File: config.mk
export PLATFORM = sky130hd
export DESIGN_NAME = ula_serial
export DESIGN_NICKNAME = d
export VERILOG_FILES = /design/src/rtl/ula_pkg.sv /design/src/rtl/ula_slice.sv /design/src/rtl/ula_serial.sv
export SDC_FILE = /design/constraint.sdc
export NUM_CORES = 1
export LEC_CHECK = 0
export CAP_MARGIN = 15
export CORE_AREA = 2 2 69 71
export CTS_CLUSTER_SIZE = 10
export DETAILED_ROUTE_END_ITERATION = 7
export DIE_AREA = 0 0 71 73
export GPL_TIMING_DRIVEN = 0
export HOLD_SLACK_MARGIN = 0.03
export PLACE_DENSITY_LB_ADDON = 0.25
export SYNTH_ARGS = -nofsm -noshare
export SYNTH_HDL_FRONTEND = slang
export SYNTH_SLANG_ARGS = --single-unit
export TNS_END_PERCENT = 10
File: constraint.sdc
create_clock -name clk -period 3.62 [get_ports clk]
set_clock_uncertainty 0.15 [all_clocks]
set_input_delay 0.724 -clock clk [delete_from_list [all_inputs] [get_ports clk]]
set_output_delay 0.724 -clock clk [all_outputs]
set_load 0.02 [all_outputs]
File: src/rtl/ula_pkg.sv
// Shared types for the bit-serial ALU: opcode encoding and control FSM states.
package ula_pkg;

  typedef enum logic [2:0] {
    OP_ADD = 3'b000,
    OP_SUB = 3'b001,
    OP_AND = 3'b010,
    OP_OR  = 3'b011,
    OP_NOT = 3'b100,
    OP_XOR = 3'b101
  } op_e;

  typedef enum logic [1:0] {
    S_IDLE = 2'd0,
    S_RUN  = 2'd1,
    S_DONE = 2'd2
  } state_e;

endpackage

File: src/rtl/ula_slice.sv
// Combinational SLICE-bit ALU stage; i_cin/o_cout carry for ADD, borrow for SUB.
module ula_slice
  import ula_pkg::*;
#(
  parameter int SLICE = 1
) (
  input  logic [SLICE-1:0] i_a,
  input  logic [SLICE-1:0] i_b,
  input  logic [2:0]       i_op,
  input  logic             i_cin,
  output logic [SLICE-1:0] o_res,
  output logic             o_cout
);

  logic [SLICE:0] w_sum;

  always_comb begin
    w_sum  = '0;
    o_res  = '0;
    o_cout = 1'b0;
    case (i_op)
      OP_ADD: begin
        w_sum  = {1'b0, i_a} + {1'b0, i_b} + {{SLICE{1'b0}}, i_cin};
        o_res  = w_sum[SLICE-1:0];
        o_cout = w_sum[SLICE];
      end
      OP_SUB: begin
        // a - b - bin == a + ~b + ~bin; a missing carry-out means a borrow
        w_sum  = {1'b0, i_a} + {1'b0, ~i_b} + {{SLICE{1'b0}}, ~i_cin};
        o_res  = w_sum[SLICE-1:0];
        o_cout = ~w_sum[SLICE];
      end
      OP_AND:  o_res = i_a & i_b;
      OP_OR:   o_res = i_a | i_b;
      OP_NOT:  o_res = ~i_a;
      OP_XOR:  o_res = i_a ^ i_b;
      default: o_res = '0;
    endcase
  end

endmodule

File: src/rtl/ula_serial.sv
// Slice-serial ALU, WIDTH/SLICE clocks per operation, LSB slice first.
// Define ULA_SERIAL_FLAGS_EN to build the zero/ovf flag logic (tied to 0 otherwise).
module ula_serial
  import ula_pkg::*;
#(
  parameter int WIDTH = 8,
  parameter int SLICE = 1
) (
  input  logic             clk,
  input  logic             rst_n,
  input  logic             in_valid,
  output logic             in_ready,
  input  logic [2:0]       op,
  input  logic [WIDTH-1:0] a,
  input  logic [WIDTH-1:0] b,
  input  logic             cin,
  output logic             out_valid,
  input  logic             out_ready,
  output logic [WIDTH-1:0] result,
  output logic             cout,
  output logic             zero,
  output logic             ovf,
  output state_e           dbg_state
);

  localparam int N     = WIDTH / SLICE;
  localparam int CNT_W = (N > 1) ? $clog2(N) : 1;

  generate
    if (SLICE < 1 || (WIDTH % SLICE) != 0) begin : g_bad_cfg
      $error("ula_serial: WIDTH must be a positive multiple of SLICE");
    end
  endgenerate

  // Handshake: a transfer happens on a rising edge where valid && ready are
  // both high; in_ready is high only in IDLE and out_valid only in DONE.
  state_e             r_state;
  state_e             w_state_nx;
  logic [2:0]         r_op;
  logic [WIDTH-1:0]   r_a;
  logic [WIDTH-1:0]   r_b;
  logic               r_carry;
  logic [WIDTH-1:0]   r_acc;
  logic [CNT_W-1:0]   r_cnt;
  logic [WIDTH-1:0]   r_result;
  logic               r_cout;

  int                 w_idx;
  logic               w_last;
  logic [SLICE-1:0]   w_res;
  logic               w_cout;
  logic [WIDTH-1:0]   w_final;

  assign w_idx  = int'(r_cnt) * SLICE;
  assign w_last = (r_cnt == CNT_W'(N - 1));

  ula_slice #(.SLICE(SLICE)) u_slice (
    .i_a    (r_a[w_idx +: SLICE]),
    .i_b    (r_b[w_idx +: SLICE]),
    .i_op   (r_op),
    .i_cin  (r_carry),
    .o_res  (w_res),
    .o_cout (w_cout)
  );

  // Accumulated result with the slice being processed this cycle merged in.
  always_comb begin
    w_final = r_acc;
    w_final[w_idx +: SLICE] = w_res;
  end

  always_ff @(posedge clk or negedge rst_n) begin
    if (!rst_n) r_state <= S_IDLE;
    else        r_state <= w_state_nx;
  end

  always_comb begin
    w_state_nx = r_state;
    case (r_state)
      S_IDLE:  if (in_valid)  w_state_nx = S_RUN;
      S_RUN:   if (w_last)    w_state_nx = S_DONE;
      S_DONE:  if (out_ready) w_state_nx = S_IDLE;
      default: w_state_nx = S_IDLE;
    endcase
  end

  always_ff @(posedge clk or negedge rst_n) begin
    if (!rst_n) begin
      r_op     <= '0;
      r_a      <= '0;
      r_b      <= '0;
      r_carry  <= 1'b0;
      r_acc    <= '0;
      r_cnt    <= '0;
      r_result <= '0;
      r_cout   <= 1'b0;
    end else begin
      case (r_state)
        S_IDLE: if (in_valid) begin
          r_op    <= op;
          r_a     <= a;
          r_b     <= b;
          r_carry <= cin;
          r_cnt   <= '0;
        end
        S_RUN: begin
          r_carry <= w_cout;
          r_acc   <= w_final;
          if (w_last) begin
            r_result <= w_final;
            r_cout   <= w_cout;
            r_cnt    <= '0;
          end else begin
            r_cnt <= r_cnt + CNT_W'(1);
          end
        end
        default: ;
      endcase
    end
  end

`ifdef ULA_SERIAL_FLAGS_EN
  logic r_zero;
  logic r_ovf;
  logic w_ovf;

  always_comb begin
    w_ovf = 1'b0;
    case (r_op)
      OP_ADD:  w_ovf = (r_a[WIDTH-1] == r_b[WIDTH-1]) && (w_final[WIDTH-1] != r_a[WIDTH-1]);
      OP_SUB:  w_ovf = (r_a[WIDTH-1] != r_b[WIDTH-1]) && (w_final[WIDTH-1] != r_a[WIDTH-1]);
      default: w_ovf = 1'b0;
    endcase
  end

  always_ff @(posedge clk or negedge rst_n) begin
    if (!rst_n) begin
      r_zero <= 1'b0;
      r_ovf  <= 1'b0;
    end else if (r_state == S_RUN && w_last) begin
      r_zero <= (w_final == '0);
      r_ovf  <= w_ovf;
    end
  end

  assign zero = r_zero;
  assign ovf  = r_ovf;
`else
  assign zero = 1'b0;
  assign ovf  = 1'b0;
`endif

  assign in_ready  = (r_state == S_IDLE);
  assign out_valid = (r_state == S_DONE);
  assign result    = r_result;
  assign cout      = r_cout;
  assign dbg_state = r_state;

endmodule

==> flow_summary_export.csv, run 1 <==
group,metric,value,unit
timing,period_needed,3260,ps
detailed_routing,wl,4.26,mm
hold_path,hold_path.class,"in -> async",
clock_tree,cts_buffers,5,
clock_tree,clkTransAtPathRegs,80,ps
global_routing,overflow,0,
synthesis,ys_types,40,
global_routing,antenna_found_initial,0,
synthesis,synth_top_area_share,46.7,%
clock_tree,cts_setup_buffers,0,
final_layout,drive_gt1_share,18.4,%
synthesis,synth_seq_area_share,46.7,%
worst_setup_path,path_buf_inv,1,
timing,period_share,90.1,%
die,pin_count,39,
synthesis,yosys_warnings,0,
place,place.gp.congestion,0.795,
global_routing,grt_pass1_vias,1680,
timing,timing.final.max_slew_violations,0,
final_layout,num_antenna_cells,0,
run,maxCapViolCount,0,
die,initial_utilization,49.6,%
clock_tree,post_cts_resized,0,
global_routing,grt_first_pass_wirelength,7.71,mm
global_routing,grt_max_degree,28,
synthesis,yosys.area.top_type,"dfrtp_1",
clock_tree,clkLatencyLatePin,300,ps
detailed_routing,drc,0,
timing,report.final.setup_viol,0,
place,io_buffers,36,
synthesis,synth_ff_type,"dfrtp_1",
synthesis,avgSynthCellArea,11.4,sq um
worst_setup_path,path_cells,"buf_6 -> mux4_1 -> nand2_1 -> and2_1 -> fa_1 -> nor2_1 -> a31oi_1 -> o22ai_2 -> a32oi_4 -> o41ai_1",
power_and_ir_drop,p_leak,1.22,nW
worst_setup_path,crit_fanout,10,
clock_tree,hold_buffers,0,
worst_setup_path,crit_type,"reg -> reg",
power_and_ir_drop,power,2.56,mW
power_and_ir_drop,power_density,911,nW/um^2
clock_tree,htree_levels,2,
timing,clock.fmax,306,MHz
die,dieArea,5180,sq um
detailed_routing,drt.antenna.violating_nets,0,
timing,hold_violations,0,
final_layout,final_nets,278,
clock_tree,cts_tree,"yes",
timing,slew_headroom,65.4,%
detailed_routing,drt-initial-drc-count,91,
power_and_ir_drop,peakVddDrop,0.448,mV
detailed_routing,num_vias,1630,
worst_setup_path,cp_slowest_stage_delay,560,ps
worst_setup_path,path_delay_family,"compound AO/OA/AOI/OAI gates",
worst_setup_path,worstSetupEndpointType,"register",
synthesis,synthTopCellsByArea,"dfrtp_1 (47%), mux2_2 (9.5%), ha_1 (5.0%), o31ai_1 (3.3%), o21ai_0 (2.9%)",
synthesis,synthCells,198,
timing,tns,0,ps
worst_setup_path,arrival,3300,ps
place,dp_hpwl,3.17,mm
clock_tree,cts-root-buf,"clkbuf_8",
synthesis,ys_ff_latch,42,
clock_tree,clockBufferDepth,2,
timing,hold_slack,179,ps
global_routing,grtUsageTotal,19.3,%
die,die_h,73,um
status,status,"finished, final reports clean",
die,core.rowCount,25,
final_layout,areaGrowthSynthToFinish,24.7,%
synthesis,synth-edff-count,0,
timing,grt_setup_unrepaired,"false",
detailed_routing,vias_per_cell,5.47,
synthesis,synth_area,2250,sq um
worst_setup_path,start_kind,"register",
final_layout,n_fill_cell,393,
detailed_routing,wl_per_cell,14.3,um
clock_tree,clock-sinks,42,
worst_setup_path,slowest_stage,"dfrtp_1",
timing,worst_slew_pin_slew,518,ps
synthesis,ys_async_sr_fraction,100,%
die,coreArea,4540,sq um
worst_setup_path,crit_required,3650,ps
die,die_w,71,um
detailed_routing,dr.pass1.iters,4,
## sequential cells by signal, summed over array words and instances (netlist names)
signal     count
cout           1
dbg_state      2
r_a            8
r_acc          8
r_b            8
r_carry        1
r_cnt          3
r_op           3
result         8
## power breakdown
part / internal [mW] / switching (mW) / total [mW] / leakage (nW)
clock network: 0.203 / 0.167 / 0.370 / 0.0579
logic: 0.605 / 0.753 / 1.36 / 0.629
registers: 0.679 / 0.151 / 0.830 / 0.532
## final timing paths
path	start	end	slack, ps	cells past startpoint
hold reg to reg	cout	cout	330	2
setup / recovery	r_cnt[0]	r_acc[3]	360	10
min in group clk	cout	cout	330	2
max in group asynchronous	rst_n	r_cnt[2]	2690	2
hold / removal	rst_n	r_b[7]	180	1
setup reg to reg	r_cnt[0]	r_acc[3]	360	10
## synth_stat cells, types with 4 or more instances
cell,instances
and3_1,5
mux2i_1,5
nor2_1,7
ha_1,9
mux2_2,19
o41ai_1,5
inv_1,9
a31oi_1,4
o21ai_0,13
o31ai_1,10
a21oi_1,7
and2_1,6
dfrtp_1,42
nand2_1,17
buf_2,5
## through the flow
stage                     setup WS, ps  utilization (%)  area [sq um]  cells
final                              357             61.9          2810    298
after global routing               104             61.9          2810    298
after CTS                          309             61.9          2810    298
after detailed placement           333             59.5          2700    290
after global placement             322             59.1          2680    289
after floorplan                    664                -          2250    199
## logic make-up (layout without fill, tap and decap cells)
group / after synthesis / in the layout / share of synthesized area [%]
mux: 26 / 26 / 14.1
flops: 42 / 42 / 46.7
compound gates: 48 / 48 / 16.2
buf+inv: 21 / 66 / 4.45
simple gates: 49 / 49 / 11.7
other cells: 1 / 2 / 0.167
fa+ha+maj: 11 / 11 / 6.78
## routing by layer
layer / share of wire, % / up-vias / GRT usage [%]
met4: 2.5 / 0 / 9.43
met3: 3.0 / 9 / 3.31
met1: 45 / 784 / 24.4
li1: - / 806 / -
met2: 49 / 31 / 32.2
met5: 0 / - / 0
## area by class of cell
cell class / instances / area [sq um] / area share, %
timing repair buffer: 37 / 375 / 13.4
buffer: 11 / 62.6 / 2.23
tap: 54 / 67.6 / 2.41
clock buffer: 5 / 68.8 / 2.45
inverter: 10 / 37.5 / 1.34
multi-input combinational: 136 / 1100 / 39.3
clock inverter: 3 / 40.0 / 1.43
sequential: 42 / 1050 / 37.4
## placed cells by master (no fill, tap or decap), types with 2 or more instances in the layout
master            n
conb_1            2
a21oi_1           7
clkdlybuf4s50_1  35
nand4_1           2
a31oi_1           4
mux4_1            2
fa_1              2
nand2b_1          3
mux2_2           19
nand2_1          17
dfrtp_1          42
and2_1            6
nor2_1            7
and3_1            5
clkbuf_1          3
inv_1             9
mux2i_1           5
o21ai_0          13
clkinv_2          2
o41ai_1           5
buf_4             2
clkbuf_8          5
nand3_1           3
o31ai_1          10
buf_2             6
ha_1              9
(Power assumes the default switching activity.)
==> run 2: changes to the inputs <==
Settings changed: CORE_AREA 2 2 69 71 to 2 2 67 69, CTS_BUF_LIST set to sky130_fd_sc_hd__clkbuf_8, DIE_AREA 0 0 71 73 to 0 0 69 71, SKIP_LAST_GASP set to 1.
==> flow_summary_export.csv, run 2 (same netlist as run 1, synthesis figures left out) <==
group,metric,value,unit
status,status,"finished, final reports clean",
timing,grt_setup_unrepaired,"false",
final_layout,final_cell_mix,"dfrtp_1 (42), clkdlybuf4s50_1 (35), mux2_2 (19), nand2_1 (17), o21ai_0 (13)",
final_layout,drive_gt1_share,18.4,%
global_routing,grtUsageTotal,20.1,%
place,dpl_worst_slack,249,ps
place,io_buffers,36,
clock_tree,htree_levels,2,
clock_tree,clock-sinks,42,
worst_setup_path,crit_required,3640,ps
clock_tree,clkTransAtPathRegs,80,ps
power_and_ir_drop,power,2.54,mW
timing,setup_ws,201,ps
place,dp_hpwl,3.33,mm
power_and_ir_drop,sequentialPowerShare,33.0,%
power_and_ir_drop,combPwrFrac,54.4,%
final_layout,postLayoutCellArea,2790,sq um
die,die_w,69,um
timing,report.final.setup_viol,0,
detailed_routing,dr.pass1.iters,4,
clock_tree,hold_buffers,0,
worst_setup_path,worstSetupEndpointType,"register",
detailed_routing,drc,0,
detailed_routing,drt.antenna.violating_nets,0,
worst_setup_path,path_buf_inv,1,
detailed_routing,wl,4.52,mm
worst_setup_path,start_kind,"register",
hold_path,hold_path.class,"in -> async",
clock_tree,clockBufferDepth,2,
detailed_routing,vias_per_cell,5.66,
clock_tree,cts-root-buf,"clkbuf_8",
run,maxCapViolCount,0,
worst_setup_path,slowest_stage,"dfrtp_1",
die,initial_utilization,53.5,%
die,core.rowCount,24,
power_and_ir_drop,switching_share,43.5,%
place,place.gp.congestion,0.830,
worst_setup_path,cp_slowest_stage_delay,550,ps
global_routing,overflow,0,
global_routing,grt_pass1_vias,1673,
worst_setup_path,crit_fanout,10,
global_routing,antenna_found_initial,0,
final_layout,stdcell_count,296,
die,die_h,71,um
place,dp_cells,288,
die,pin_count,39,
worst_setup_path,path_delay_family,"compound AO/OA/AOI/OAI gates",
worst_setup_path,path_cells,"buf_6 -> mux4_1 -> nand2_1 -> and2_1 -> fa_1 -> nor2_1 -> a31oi_1 -> o22ai_2 -> a32oi_4 -> o41ai_1",
worst_setup_path,crit_type,"reg -> reg",
die,coreArea,4200,sq um
timing,timing.final.max_slew_violations,0,
detailed_routing,wl_per_cell,15.3,um
power_and_ir_drop,power.clock.fraction,12.6,%
clock_tree,cts_setup_buffers,0,
final_layout,final_common_cell,"dfrtp_1",
final_layout,final_nets,278,
timing,slew_headroom,61.8,%
power_and_ir_drop,p_switching,1.10,mW
global_routing,grt_max_degree,29,
power_and_ir_drop,peakVddDrop,0.454,mV
clock_tree,post_cts_resized,0,
final_layout,n_fill_cell,358,
global_routing,grt_first_pass_wirelength,7.87,mm
detailed_routing,drt-initial-drc-count,69,
timing,period_share,94.5,%
die,dieArea,4900,sq um
power_and_ir_drop,p_leak,1.21,nW
timing,period_needed,3420,ps
clock_tree,cts_buffers,5,
clock_tree,clkLatencyLatePin,290,ps
power_and_ir_drop,p_int,1.44,mW
detailed_routing,num_vias,1674,
final_layout,num_antenna_cells,0,
timing,tns,0,ps
timing,worst_slew_pin_slew,572,ps
place,dpl_cell_area,2700,sq um
timing,hold_violations,0,
clock_tree,cts_tree,"yes",
worst_setup_path,arrival,3440,ps
timing,clock.fmax,292,MHz
final_layout,areaGrowthSynthToFinish,24.0,%
power_and_ir_drop,power_density,911,nW/um^2
## run 2: path summary, 6_finish.rpt
kind	start	end	slack, ps	depth (start not counted)
worst max register to register	r_cnt[0]	r_acc[3]	200	10
min in group clk	cout	cout	340	2
worst min register to register	cout	cout	340	2
worst min-delay path	rst_n	result[4]	180	1
worst max-delay path	r_cnt[0]	r_acc[3]	200	10
max in group asynchronous	rst_n	r_b[2]	2670	2
## run 2: power groups by stage
stage          clock, mW  combinational (mW)  sequential, mW
2_1_floorplan          0               0.977           0.855
5_1_grt            0.349                1.53           0.869
3_5_place_dp           0                1.38           0.848
3_3_place_gp           0                1.33           0.832
4_1_cts            0.327                1.39           0.838
6_report           0.319                1.38           0.839
## run 2: final cells by class
cell class / count / area [sq um] / share of cell area (%)
Sequential cell: 42 / 1050 / 37.7
Inverter: 10 / 37.5 / 1.35
Clock inverter: 2 / 12.5 / 0.448
Timing Repair Buffer: 37 / 375 / 13.5
Clock buffer: 6 / 82.6 / 2.96
Tap cell: 52 / 65.1 / 2.33
Multi-Input combinational cell: 136 / 1100 / 39.6
Buffer: 11 / 62.6 / 2.24
## run 2: per-layer routing
| metal | part of all wire [%] | vias to the layer above | global-route usage [%] |
|---|---|---|---|
| met2 | 51 | 34 | 33.3 |
| met4 | 0.95 | 0 | 5.88 |
| met3 | 3.6 | 9 | 4.99 |
| li1 | - | 808 | - |
| met5 | 0 | - | 0 |
| met1 | 44 | 823 | 26.3 |
## run 2: stage by stage
stage	util, %	hold slack (ps)
3_3_place_gp	63.7	312
5_1_grt	66.4	187
3_5_place_dp	64.1	324
6_report	66.4	180
4_1_cts	66.4	187
2_1_floorplan	-	278
==> run 3: changes to the inputs <==
Settings changed: CAP_MARGIN 15 to unset.
==> results of run 3 <==
Final layout, timing and power as in run 2 (identical DEF).
